## src/rtl/wb_write_sched_pkg.sv

```systemverilog
// Package for the writeback write scheduler.
// Holds the FSM state encoding, default values for the scheduler
// parameters, the MDU queue entry layout and a small helper used to form
// even/odd register pair addresses.
package sparc_wb_pkg;

  localparam int DEF_STARVE_LIMIT = 4;
  localparam int DEF_FIFO_DEPTH   = 2;

  typedef enum logic [0:0] {
    IDLE     = 1'b0,
    LOW_PEND = 1'b1
  } wb_state_t;

  typedef struct packed {
    logic [4:0]  rd;
    logic [31:0] data;
  } mdu_entry_t;

  // Builds a register address from a pair index and the odd/even select.
  function automatic logic [4:0] pairAddr(input logic [3:0] pairIdx, input logic odd);
    return {pairIdx, odd};
  endfunction

endpackage

```

## src/rtl/wb_write_sched_if.sv

```systemverilog
// Bus bundle for the writeback write scheduler.
// Carries the writeback-stage request (pipe_*), the multi-cycle unit
// result handshake (mdu_*), the register-file write port (rf_*) and busy.
//   master : environment side (drives requests, observes port/status)
//   slave  : scheduler side (consumes requests, drives port/status)
interface wb_write_sched_if;

  logic        pipe_valid;
  logic [4:0]  pipe_rd;
  logic [63:0] pipe_data;
  logic        pipe_double;
  logic        pipe_stall;

  logic        mdu_valid;
  logic        mdu_ready;
  logic [4:0]  mdu_rd;
  logic [31:0] mdu_data;

  logic        rf_we;
  logic [4:0]  rf_waddr;
  logic [31:0] rf_wdata;

  logic        busy;

  modport master (
    output pipe_valid, pipe_rd, pipe_data, pipe_double,
    output mdu_valid, mdu_rd, mdu_data,
    input  pipe_stall, mdu_ready,
    input  rf_we, rf_waddr, rf_wdata, busy
  );

  modport slave (
    input  pipe_valid, pipe_rd, pipe_data, pipe_double,
    input  mdu_valid, mdu_rd, mdu_data,
    output pipe_stall, mdu_ready,
    output rf_we, rf_waddr, rf_wdata, busy
  );

endinterface

```

## src/rtl/wb_write_sched_mdu_fifo.sv

```systemverilog
// Small circular FIFO holding MDU results waiting for the write port.
// Ports:
//   clk, reset  : clock and synchronous active-high reset
//   push_i      : write pushData_i (ignored when full)
//   pushData_i  : entry to enqueue
//   pop_i       : drop the head entry (ignored when empty)
//   head_o      : oldest entry, valid while !empty_o
//   full_o      : DEPTH entries held
//   empty_o     : no entries held
module wb_mdu_fifo
  import sparc_wb_pkg::*;
#(
  parameter int DEPTH = DEF_FIFO_DEPTH
) (
  input  logic       clk,
  input  logic       reset,
  input  logic       push_i,
  input  mdu_entry_t pushData_i,
  input  logic       pop_i,
  output mdu_entry_t head_o,
  output logic       full_o,
  output logic       empty_o
);

  localparam int PTR_W = (DEPTH > 1) ? $clog2(DEPTH) : 1;
  localparam int CNT_W = $clog2(DEPTH + 1);
  localparam logic [PTR_W-1:0] LAST_PTR = PTR_W'(DEPTH - 1);
  localparam logic [CNT_W-1:0] FULL_CNT = CNT_W'(DEPTH);

  mdu_entry_t       mem_q [DEPTH];
  logic [PTR_W-1:0] rdPtr_q, rdPtr_d;
  logic [PTR_W-1:0] wrPtr_q, wrPtr_d;
  logic [CNT_W-1:0] count_q, count_d;
  logic             doPush, doPop;

  function automatic logic [PTR_W-1:0] nextPtr(input logic [PTR_W-1:0] p);
    if (p == LAST_PTR) return '0;
    return p + 1'b1;
  endfunction

  assign full_o  = (count_q == FULL_CNT);
  assign empty_o = (count_q == '0);
  assign doPush  = push_i && !full_o;
  assign doPop   = pop_i && !empty_o;
  assign head_o  = mem_q[rdPtr_q];

  always_comb begin
    rdPtr_d = rdPtr_q;
    wrPtr_d = wrPtr_q;
    count_d = count_q;
    if (doPush) wrPtr_d = nextPtr(wrPtr_q);
    if (doPop)  rdPtr_d = nextPtr(rdPtr_q);
    // Push and pop together leave the occupancy unchanged.
    case ({doPush, doPop})
      2'b10:   count_d = count_q + 1'b1;
      2'b01:   count_d = count_q - 1'b1;
      default: count_d = count_q;
    endcase
  end

  always_ff @(posedge clk) begin
    if (reset) begin
      rdPtr_q <= '0;
      wrPtr_q <= '0;
      count_q <= '0;
    end else begin
      rdPtr_q <= rdPtr_d;
      wrPtr_q <= wrPtr_d;
      count_q <= count_d;
    end
  end

  // Storage needs no reset: entries are only read while counted as valid.
  always_ff @(posedge clk) begin
    if (doPush) mem_q[wrPtr_q] <= pushData_i;
  end

endmodule

```

## src/rtl/wb_write_sched.sv

```systemverilog
// Writeback write scheduler: arbitrates a single registered register-file
// write port between the writeback pipeline and queued MDU results.
// Doubleword pipe writes take two slots (high word to the even register,
// then low word to the odd register) and stall the pipe for the second.
// Queued MDU results that wait STARVE_LIMIT cycles force a grant.
// Ports:
//   clk, reset : clock and synchronous active-high reset
//   bus        : wb_write_sched_if slave modport (pipe_*, mdu_*, rf_*, busy)
module wb_write_sched
  import sparc_wb_pkg::*;
#(
  parameter int STARVE_LIMIT = DEF_STARVE_LIMIT,
  parameter int FIFO_DEPTH   = DEF_FIFO_DEPTH
) (
  input  logic             clk,
  input  logic             reset,
  wb_write_sched_if.slave  bus
);

  localparam int AGE_W = $clog2(STARVE_LIMIT + 1);
  localparam logic [AGE_W-1:0] AGE_LIMIT = AGE_W'(STARVE_LIMIT);

  wb_state_t        state_q, state_d;
  logic [3:0]       lowPair_q, lowPair_d;
  logic [31:0]      lowData_q, lowData_d;
  logic [AGE_W-1:0] age_q, age_d;
  logic             rfWe_q;
  logic [4:0]       rfWaddr_q;
  logic [31:0]      rfWdata_q;

  mdu_entry_t  pushEntry, headEntry;
  logic        fifoFull, fifoEmpty, mduPush, headPop;
  logic        forced, stall, grant;
  logic [4:0]  grantAddr;
  logic [31:0] grantData;

  // Ready comes from the registered occupancy only, so a pop in the same
  // cycle never opens the queue to a push while it is full.
  assign pushEntry = '{rd: bus.mdu_rd, data: bus.mdu_data};
  assign mduPush   = bus.mdu_valid && !fifoFull;

  wb_mdu_fifo #(
    .DEPTH (FIFO_DEPTH)
  ) uMduFifo (
    .clk        (clk),
    .reset      (reset),
    .push_i     (mduPush),
    .pushData_i (pushEntry),
    .pop_i      (headPop),
    .head_o     (headEntry),
    .full_o     (fifoFull),
    .empty_o    (fifoEmpty)
  );

  // A starved head takes the port away from the pipe, but never while the
  // second half of a doubleword is still owed.
  assign forced = (state_q == IDLE) && !fifoEmpty && (age_q == AGE_LIMIT);

  always_comb begin
    state_d   = state_q;
    lowPair_d = lowPair_q;
    lowData_d = lowData_q;
    grant     = 1'b0;
    grantAddr = '0;
    grantData = '0;
    headPop   = 1'b0;
    stall     = 1'b0;
    case (state_q)
      IDLE: begin
        if (forced) begin
          stall     = 1'b1;
          grant     = 1'b1;
          grantAddr = headEntry.rd;
          grantData = headEntry.data;
          headPop   = 1'b1;
        end else if (bus.pipe_valid) begin
          grant = 1'b1;
          if (bus.pipe_double) begin
            grantAddr = pairAddr(bus.pipe_rd[4:1], 1'b0);
            grantData = bus.pipe_data[63:32];
            lowPair_d = bus.pipe_rd[4:1];
            lowData_d = bus.pipe_data[31:0];
            state_d   = LOW_PEND;
          end else begin
            grantAddr = bus.pipe_rd;
            grantData = bus.pipe_data[31:0];
          end
        end else if (!fifoEmpty) begin
          grant     = 1'b1;
          grantAddr = headEntry.rd;
          grantData = headEntry.data;
          headPop   = 1'b1;
        end
      end
      LOW_PEND: begin
        stall     = 1'b1;
        grant     = 1'b1;
        grantAddr = pairAddr(lowPair_q, 1'b1);
        grantData = lowData_q;
        state_d   = IDLE;
      end
      default: state_d = IDLE;
    endcase
  end

  // Age tracks how long the current head has waited; any pop hands the
  // count to a fresh head, so it restarts from zero.
  always_comb begin
    age_d = age_q;
    if (fifoEmpty || headPop) begin
      age_d = '0;
    end else if (age_q != AGE_LIMIT) begin
      age_d = age_q + 1'b1;
    end
  end

  // Writes to r0 still consume the slot; only the enable is suppressed.
  always_ff @(posedge clk) begin
    if (reset) begin
      state_q   <= IDLE;
      lowPair_q <= '0;
      lowData_q <= '0;
      age_q     <= '0;
      rfWe_q    <= 1'b0;
      rfWaddr_q <= '0;
      rfWdata_q <= '0;
    end else begin
      state_q   <= state_d;
      lowPair_q <= lowPair_d;
      lowData_q <= lowData_d;
      age_q     <= age_d;
      rfWe_q    <= grant && (grantAddr != 5'd0);
      if (grant) begin
        rfWaddr_q <= grantAddr;
        rfWdata_q <= grantData;
      end
    end
  end

  assign bus.pipe_stall = stall;
  assign bus.mdu_ready  = !fifoFull;
  assign bus.rf_we      = rfWe_q;
  assign bus.rf_waddr   = rfWaddr_q;
  assign bus.rf_wdata   = rfWdata_q;
  assign bus.busy       = (state_q != IDLE) || !fifoEmpty;

endmodule

```

## src/flat_wrapper.sv

```systemverilog
// flat-port wrapper written by rule: the top's interface ports become plain ports
module wb_write_sched_flat import sparc_wb_pkg::*;
#(
  parameter int STARVE_LIMIT = DEF_STARVE_LIMIT,
  parameter int FIFO_DEPTH   = DEF_FIFO_DEPTH
)
  (clk, reset, bus_pipe_valid, bus_pipe_rd, bus_pipe_data, bus_pipe_double, bus_mdu_valid, bus_mdu_rd, bus_mdu_data, bus_pipe_stall, bus_mdu_ready, bus_rf_we, bus_rf_waddr, bus_rf_wdata, bus_busy);
  wb_write_sched_if bus_i ();
  input  logic clk;
  input  logic reset;
  input wire logic [$bits(bus_i.pipe_valid)-1:0] bus_pipe_valid;
  input wire logic [$bits(bus_i.pipe_rd)-1:0] bus_pipe_rd;
  input wire logic [$bits(bus_i.pipe_data)-1:0] bus_pipe_data;
  input wire logic [$bits(bus_i.pipe_double)-1:0] bus_pipe_double;
  input wire logic [$bits(bus_i.mdu_valid)-1:0] bus_mdu_valid;
  input wire logic [$bits(bus_i.mdu_rd)-1:0] bus_mdu_rd;
  input wire logic [$bits(bus_i.mdu_data)-1:0] bus_mdu_data;
  output wire logic [$bits(bus_i.pipe_stall)-1:0] bus_pipe_stall;
  output wire logic [$bits(bus_i.mdu_ready)-1:0] bus_mdu_ready;
  output wire logic [$bits(bus_i.rf_we)-1:0] bus_rf_we;
  output wire logic [$bits(bus_i.rf_waddr)-1:0] bus_rf_waddr;
  output wire logic [$bits(bus_i.rf_wdata)-1:0] bus_rf_wdata;
  output wire logic [$bits(bus_i.busy)-1:0] bus_busy;
  assign bus_i.pipe_valid = bus_pipe_valid;
  assign bus_i.pipe_rd = bus_pipe_rd;
  assign bus_i.pipe_data = bus_pipe_data;
  assign bus_i.pipe_double = bus_pipe_double;
  assign bus_i.mdu_valid = bus_mdu_valid;
  assign bus_i.mdu_rd = bus_mdu_rd;
  assign bus_i.mdu_data = bus_mdu_data;
  assign bus_pipe_stall = bus_i.pipe_stall;
  assign bus_mdu_ready = bus_i.mdu_ready;
  assign bus_rf_we = bus_i.rf_we;
  assign bus_rf_waddr = bus_i.rf_waddr;
  assign bus_rf_wdata = bus_i.rf_wdata;
  assign bus_busy = bus_i.busy;
  wb_write_sched #(.STARVE_LIMIT(STARVE_LIMIT), .FIFO_DEPTH(FIFO_DEPTH)) u_core (.clk(clk), .reset(reset), .bus(bus_i));
endmodule
```

## config.mk

```make
export PLATFORM = sky130hd
export DESIGN_NAME = wb_write_sched_flat
export DESIGN_NICKNAME = d
export VERILOG_FILES = /design/src/rtl/wb_write_sched_pkg.sv /design/src/rtl/wb_write_sched_if.sv /design/src/rtl/wb_write_sched_mdu_fifo.sv /design/src/rtl/wb_write_sched.sv /design/src/flat_wrapper.sv
export SDC_FILE = /design/constraint.sdc
export NUM_CORES = 1
export LEC_CHECK = 0
export BUFFER_PORTS_ARGS = -buffer_cell sky130_fd_sc_hd__buf_2
export CAP_MARGIN = 10
export CORE_MARGIN = 2
export CORE_UTILIZATION = 45
export DETAILED_ROUTE_END_ITERATION = 7
export GPL_TIMING_DRIVEN = 0
export PLACE_DENSITY = 0.79
export SLEW_MARGIN = 20
export SYNTH_ARGS = -nofsm -noshare
export SYNTH_HDL_FRONTEND = slang
export SYNTH_HIERARCHICAL = 1
export SYNTH_SLANG_ARGS = --single-unit
```

## constraint.sdc

```tcl
create_clock -name clk -period 3.5 [get_ports clk]
set_input_delay 0.35 -clock clk [delete_from_list [all_inputs] [get_ports clk]]
set_output_delay 0.35 -clock clk [all_outputs]
set_load 0.02 [all_outputs]
```

==> results.json, run 1 <==
{
  "cp_slowest_cell": "dfxtp_1",
  "synth_flop_cell": "dfxtp_1",
  "hpwl_mm": 15.4,
  "cts_tree": "done",
  "wl_per_cell_um": 19.8,
  "fin_ws_ns": 0.974,
  "hp-class": "in2reg",
  "irDropWorstVdd_uv": 392,
  "worst_slew_pin_slew_ns": 0.631,
  "syn_nets": 802,
  "status": "finished with violations",
  "dp_slack_ns": 0.984,
  "synthToLayoutAreaGrowth_pct": 22.1,
  "min_period_over_period_pct": 72.2,
  "core_area_um2": 16000,
  "synth_most_common_cell": "dfxtp_1",
  "post_cts_buffers": 0,
  "path_max_fanout": 10,
  "synth_seq_cells": 157,
  "p_leak_nw": 3.37,
  "via_per_inst": 6.10,
  "cap_violations": 0,
  "drive_gt1_share_pct": 31.5,
  "wl_mm": 21.6,
  "ys_types": 45,
  "drc_errors": 1,
  "area.sequential_um2": 3880,
  "yosysWarnings": 6,
  "critical_path_buf_inv_count": 4,
  "grt_use_met2_pct": 38.3,
  "start_util_pct": 46.5,
  "slew_headroom_pct": 58.0,
  "grt_pass1_vias": 6307,
  "fill_cells": 1379,
  "grt_use_met1_pct": 32.9,
  "cts_resized": 0,
  "die_h_um": 133,
  "finalInstanceArea_um2": 9080,
  "final_antenna_net_count": 0,
  "insertedDiodeCount": 0,
  "p_per_area_nw_per_um2": 641,
  "grt_max_degree": 35,
  "ys_top_cells_by_area": "edfxtp_1 (30%), dfxtp_1 (22%), mux2_2 (8.0%)",
  "avgSynthCellArea_um2": 10.8,
  "crit_path_start_kind": "register",
  "synth-edff-count": 74,
  "yosys.area.top_type": "edfxtp_1",
  "gp_congestion": 0.920,
  "io_pins": 152,
  "setup_viol": 0,
  "postCtsHoldBufs": 0,
  "antenna_found_initial": 0,
  "insertion_delay_ns": 0.43,
  "ys_seq_area_share_pct": 52.2,
  "clock_path_buffers": 2,
  "final-hold-violation-count": 0,
  "syn_area_um2": 7440,
  "worst_setup_path_end_kind": "register",
  "met3_usage_pct": 6.44,
  "worstPathArrival_ns": 2.89,
  "finalSetupTns_ns": 0,
  "drt-initial-drc-count": 885,
  "firstDrtPassIters": 8,
  "track_usage_pct": 24.6,
  "rsz0062_at_grt": "false",
  "vias": 6636,
  "fin_hold_ws_ns": 0.108,
  "grt-busiest-layer": "met2",
  "yosys-top-cells-count": "dfxtp_1 (83), edfxtp_1 (74), a21oi_1 (73)",
  "cts_buffers": 17,
  "grt_pass1_wl_mm": 33.7,
  "grt-ovfl-total": 0,
  "cts_max_level": 4,
  "fmax_ghz": 0.396,
  "die_w_um": 133,
  "multiInputGateArea_um2": 3020,
  "crit_chain": "inv_1, ha_1, buf_2, a21bo_2, buf_6, buf_6, and3_1, o21a_1, ha_1, or3_1, a21oi_1",
  "crit_family": "compound AO/OA/AOI/OAI gates",
  "maxSlewViolCount": 0,
  "rows": 46,
  "cts-root-buf": "clkbuf_16",
  "violations": "DRC",
  "io_buffer_count": 149,
  "die_area_um2": 17600,
  "synthArstFlopShare_pct": 0,
  "finalCriticalPeriod_ns": 2.53,
  "worstSetupPathType": "reg2reg",
  "yosys.area.top_type_share_pct": 29.9,
  "critPathMaxStageDelay_ns": 0.37,
  "synth_cells": 688,
  "fin_nets": 972,
  "required_ns": 3.86,
  "cts.sinks": 157,
  "final.setup_skew_ns": 0.00818,
  "placed_area_um2": 8490,
  "path_clk_slew_ns": 0.06
}
[metal layers]
layer  share of wire (%)  up-vias
li1                    -     3018
met1                  41     3146
met2                  46      423
met3                  11       49
met4                 2.6        0
met5                   0        -
[cells in the final DEF (no fill, tap or decap), drive strengths merged, types with 2 or more instances in the layout]
cell type and n:
o41ai 36, edfxtp 74, nor2 42, a221o 32
nand4 38, a221oi 2, dfxtp 83, clkbuf 64
and3 2, buf 187, mux2 69, o21ai 2
nand2 6, clkinv 2, nand3 36, a21oi 73
ha 3, a31oi 4, xnor2 3, bufinv 3
or3 3, inv 44, clkinvlp 7, nor2b 5
a32oi 2, a311oi 33
[stage by stage]
step	util, %	total power, mW	instances
finish	56.7	5.82	1087
global route	56.7	6.05	1087
CTS	56.7	5.81	1087
detailed placement	53.1	3.97	1055
global placement	52.8	3.92	1053
floorplan	-	3.42	688
[cells by family after synthesis]
family,Yosys count,synth area share (%)
compound gates,191,19.2
flops,157,52.2
simple gates,140,9.98
buf+inv,124,7.18
mux,69,10.4
xor+xnor,4,0.471
fa+ha+maj,3,0.505
[worst paths after layout]
check | cells after the start | start | endpoint | slack [ns]
setup / recovery | 11 | u_core/age_q[0]$_SDFFE_PP0P_ | u_core/uMduFifo/count_q[1]$_SDFFE_PP0P_ | 0.97
hold / removal | 1 | bus_mdu_rd[1] | u_core/uMduFifo/mem_q[0][33]$_DFFE_PP_ | 0.11
setup reg to reg | 11 | u_core/age_q[0]$_SDFFE_PP0P_ | u_core/uMduFifo/count_q[1]$_SDFFE_PP0P_ | 0.97
hold reg to reg | 2 | u_core/lowData_q[9]$_SDFFE_PP0P_ | u_core/lowData_q[9]$_SDFFE_PP0P_ | 0.47
[state kept, by name, indices dropped and copies added, names as in the netlist, named ones only]
register / flops
u_core/bus.rf_wdata: 32
u_core/bus.rf_we: 1
u_core/uMduFifo/count_q: 2
u_core/lowPair_q: 4
u_core/state_q: 1
u_core/lowData_q: 32
u_core/uMduFifo/mem_q: 74
u_core/uMduFifo/rdPtr_q: 1
u_core/uMduFifo/wrPtr_q: 1
u_core/age_q: 3
u_core/bus.rf_waddr: 5
[area by class of cell]
type / count / area share (%)
clock buffer: 21 / 4.85
inverter: 45 / 1.86
timing repair buffer: 151 / 8.66
clock inverter: 11 / 1.59
sequential: 157 / 42.8
multi-input combinational: 407 / 33.3
buffer: 79 / 4.02
tap: 216 / 2.98
[power breakdown]
group          internal, mW  total (mW)  switching (mW)
sequential             2.25        2.38           0.125
clock                  1.12        1.85           0.731
combinational         0.613        1.59           0.982
Power figures use the tool's default switching activity.
==> run 2, diff against run 1 <==
--- a/config.mk
+++ b/config.mk
@@ -11,7 +11,7 @@
 export CORE_UTILIZATION = 45
 export DETAILED_ROUTE_END_ITERATION = 7
 export GPL_TIMING_DRIVEN = 0
-export PLACE_DENSITY = 0.79
+export PLACE_DENSITY = 0.81
 export SLEW_MARGIN = 20
 export SYNTH_ARGS = -nofsm -noshare
 export SYNTH_HDL_FRONTEND = slang
==> constraint.sdc (replaced) <==
create_clock -name clk -period 2.29 [get_ports clk]
set_input_delay 0.229 -clock clk [delete_from_list [all_inputs] [get_ports clk]]
set_output_delay 0.229 -clock clk [all_outputs]
set_load 0.02 [all_outputs]
==> run 2 against run 1 <==
The run now ends clean. Final cell count rose by 3.5%. Sequential share of layout area fell by 2.0 points. Clock power rose by 51%. Critical endpoint unchanged. Largest power group unchanged.
==> results.json, run 2 (synthesis results as in run 1) <==
{
  "die_h_um": 133,
  "rsz0062_at_grt": "true",
  "slew_headroom_pct": 60.2,
  "insertedDiodeCount": 0,
  "path_max_fanout": 10,
  "synthToLayoutAreaGrowth_pct": 28.0,
  "p_leak_nw": 3.58,
  "start_util_pct": 46.5,
  "hpwl_mm": 15.5,
  "via_per_inst": 5.93,
  "min_period_over_period_pct": 99.5,
  "cts_max_level": 4,
  "r2r_cells": 11,
  "die_area_um2": 17600,
  "hold_end": "u_core/lowData_q[3]$_SDFFE_PP0P_",
  "critPathMaxStageDelay_ns": 0.36,
  "worst_setup_path_end_kind": "register",
  "antenna_found_initial": 1,
  "insertion_delay_ns": 0.42,
  "required_ns": 2.65,
  "clock_path_buffers": 2,
  "r2r-start": "u_core/age_q[0]$_SDFFE_PP0P_",
  "crit_path_start_kind": "register",
  "layout_common_cells": "buf_2 (174), dfxtp_1 (81), edfxtp_1 (74), a21oi_1 (72), mux2_2 (53)",
  "p_per_area_nw_per_um2": 941,
  "critical_path_buf_inv_count": 3,
  "crit_chain": "inv_1, ha_4, a21bo_4, buf_6, buf_6, and3_1, o21a_1, ha_4, xnor2_1, or3_1, a21oi_2",
  "vias": 6667,
  "worstSetupPathType": "reg2reg",
  "io_pins": 152,
  "r2r_end": "u_core/uMduFifo/count_q[1]$_SDFFE_PP0P_",
  "irDropWorstVdd_uv": 690,
  "top_register": "u_core/uMduFifo/mem_q",
  "cts-root-buf": "clkbuf_16",
  "gp_congestion": 0.903,
  "worst-r2r-setup-slack_ns": 0.01,
  "path_clk_slew_ns": 0.06,
  "grt_max_degree": 22,
  "final-hold-violation-count": 0,
  "crit_family": "simple AND/OR/NAND/NOR gates",
  "finalSetupTns_ns": 0,
  "core_area_um2": 16000,
  "firstDrtPassIters": 5,
  "cts.sinks": 157,
  "grt-ovfl-total": 0,
  "maxSlewViolCount": 0,
  "final_antenna_net_count": 0,
  "status": "finished, final reports clean",
  "worst_slew_pin_slew_ns": 0.595,
  "fin_nets": 1010,
  "stdcell_count": 1125,
  "hold_start": "bus_pipe_data[3]",
  "final_core_util_pct": 59.5,
  "wl_mm": 22.1,
  "cp_slowest_cell": "or3_1",
  "final.setup_skew_ns": 0.00676,
  "hp-class": "in2reg",
  "drive_gt1_share_pct": 30.9,
  "fin_hold_ws_ns": 0.0814,
  "cts_buffers": 17,
  "setup_viol": 0,
  "io_buffer_count": 149,
  "cts_tree": "done",
  "drt-initial-drc-count": 832,
  "grt_pass1_vias": 6445,
  "cap_violations": 0,
  "drc_errors": 0,
  "wl_per_cell_um": 19.7,
  "fmax_ghz": 0.439,
  "finalCriticalPeriod_ns": 2.28,
  "worstPathArrival_ns": 2.63,
  "largest_reg_flops": 74,
  "placed_cells": 1055,
  "track_usage_pct": 25.2,
  "hold_depth": 3,
  "die_w_um": 133,
  "grt_pass1_wl_mm": 34.6,
  "final_common_cell": "buf_2",
  "rows": 46
}
==> run 2: changes by cell type in the layout (fill, tap and decap cells not counted), moves of 3 or more <==
cell	change
buf_2	-3
buf_4	+4
clkinv_2	+6
clkinvlp_4	-6
dlygate4sd3_1	+37
==> run 2: per-stage QoR <==
step	area, um^2	power, mW	setup WS, ns
after floorplan	7450	5.24	0.0144
after global placement	8460	5.98	-0.474
after detailed placement	8520	6.09	-0.165
after CTS	9480	8.94	0.00873
after global routing	9520	9.35	-0.0628
final	9520	8.96	0.0113
==> run 2: worst min-delay path, stage by stage <==
cell and delay, ns:
buf_2 0.11, nand4_1 0.06, a21oi_1 0.05
==> run 2: layout make-up <==
cell class | count | area, um^2
multi-input cells | 407 | 3050
plain buffers | 77 | 365
well taps | 216 | 270
clock inverters | 8 | 115
fillers | 1366 | 6480
clock buffers | 24 | 462
flip-flops and latches | 157 | 3890
repair buffers | 191 | 1190
inverters | 45 | 173
==> run 2: per-layer routing <==
| metal | GRT usage [%] | up-vias | part of all wire [%] |
|---|---|---|---|
| met5 | 0 | - | 0.059 |
| met4 | 8.18 | 2 | 1.7 |
| met3 | 6.02 | 38 | 8.9 |
| met1 | 33.7 | 3172 | 42 |
| li1 | - | 3086 | - |
| met2 | 40.3 | 369 | 48 |
==> run 2: worst max-delay path by stage <==
stage / cells past startpoint / from / endpoint / slack, ns
final: 11 / u_core/age_q[0]$_SDFFE_PP0P_ / u_core/uMduFifo/count_q[1]$_SDFFE_PP0P_ / 0.01
after global routing: 11 / u_core/age_q[0]$_SDFFE_PP0P_ / u_core/uMduFifo/count_q[1]$_SDFFE_PP0P_ / -0.06
after CTS: 9 / u_core/uMduFifo/count_q[0]$_SDFFE_PP0P_ / u_core/uMduFifo/count_q[1]$_SDFFE_PP0P_ / 0.009
after detailed placement: 12 / u_core/age_q[0]$_SDFFE_PP0P_ / u_core/uMduFifo/count_q[1]$_SDFFE_PP0P_ / -0.17
after global placement: 6 / u_core/uMduFifo/count_q[0]$_SDFFE_PP0P_ / u_core/uMduFifo/mem_q[0][11]$_DFFE_PP_ / -0.47
after floorplan: 12 / u_core/age_q[0]$_SDFFE_PP0P_ / u_core/uMduFifo/count_q[1]$_SDFFE_PP0P_ / 0.01
==> run 2: report_power, final <==
part / switching, mW / internal [mW]
Clock: 1.06 / 1.73
Combinational: 1.51 / 1.02
Sequential: 0.187 / 3.44
==> run 2: repair_timing <==
action	4_1_cts	5_1_grt
hold endpoints to repair	72	2
pin swaps	0	4
hold buffers	36	1
resized for setup	6	7
buffers inserted	1	2
endpoints found under the setup margin	3	23
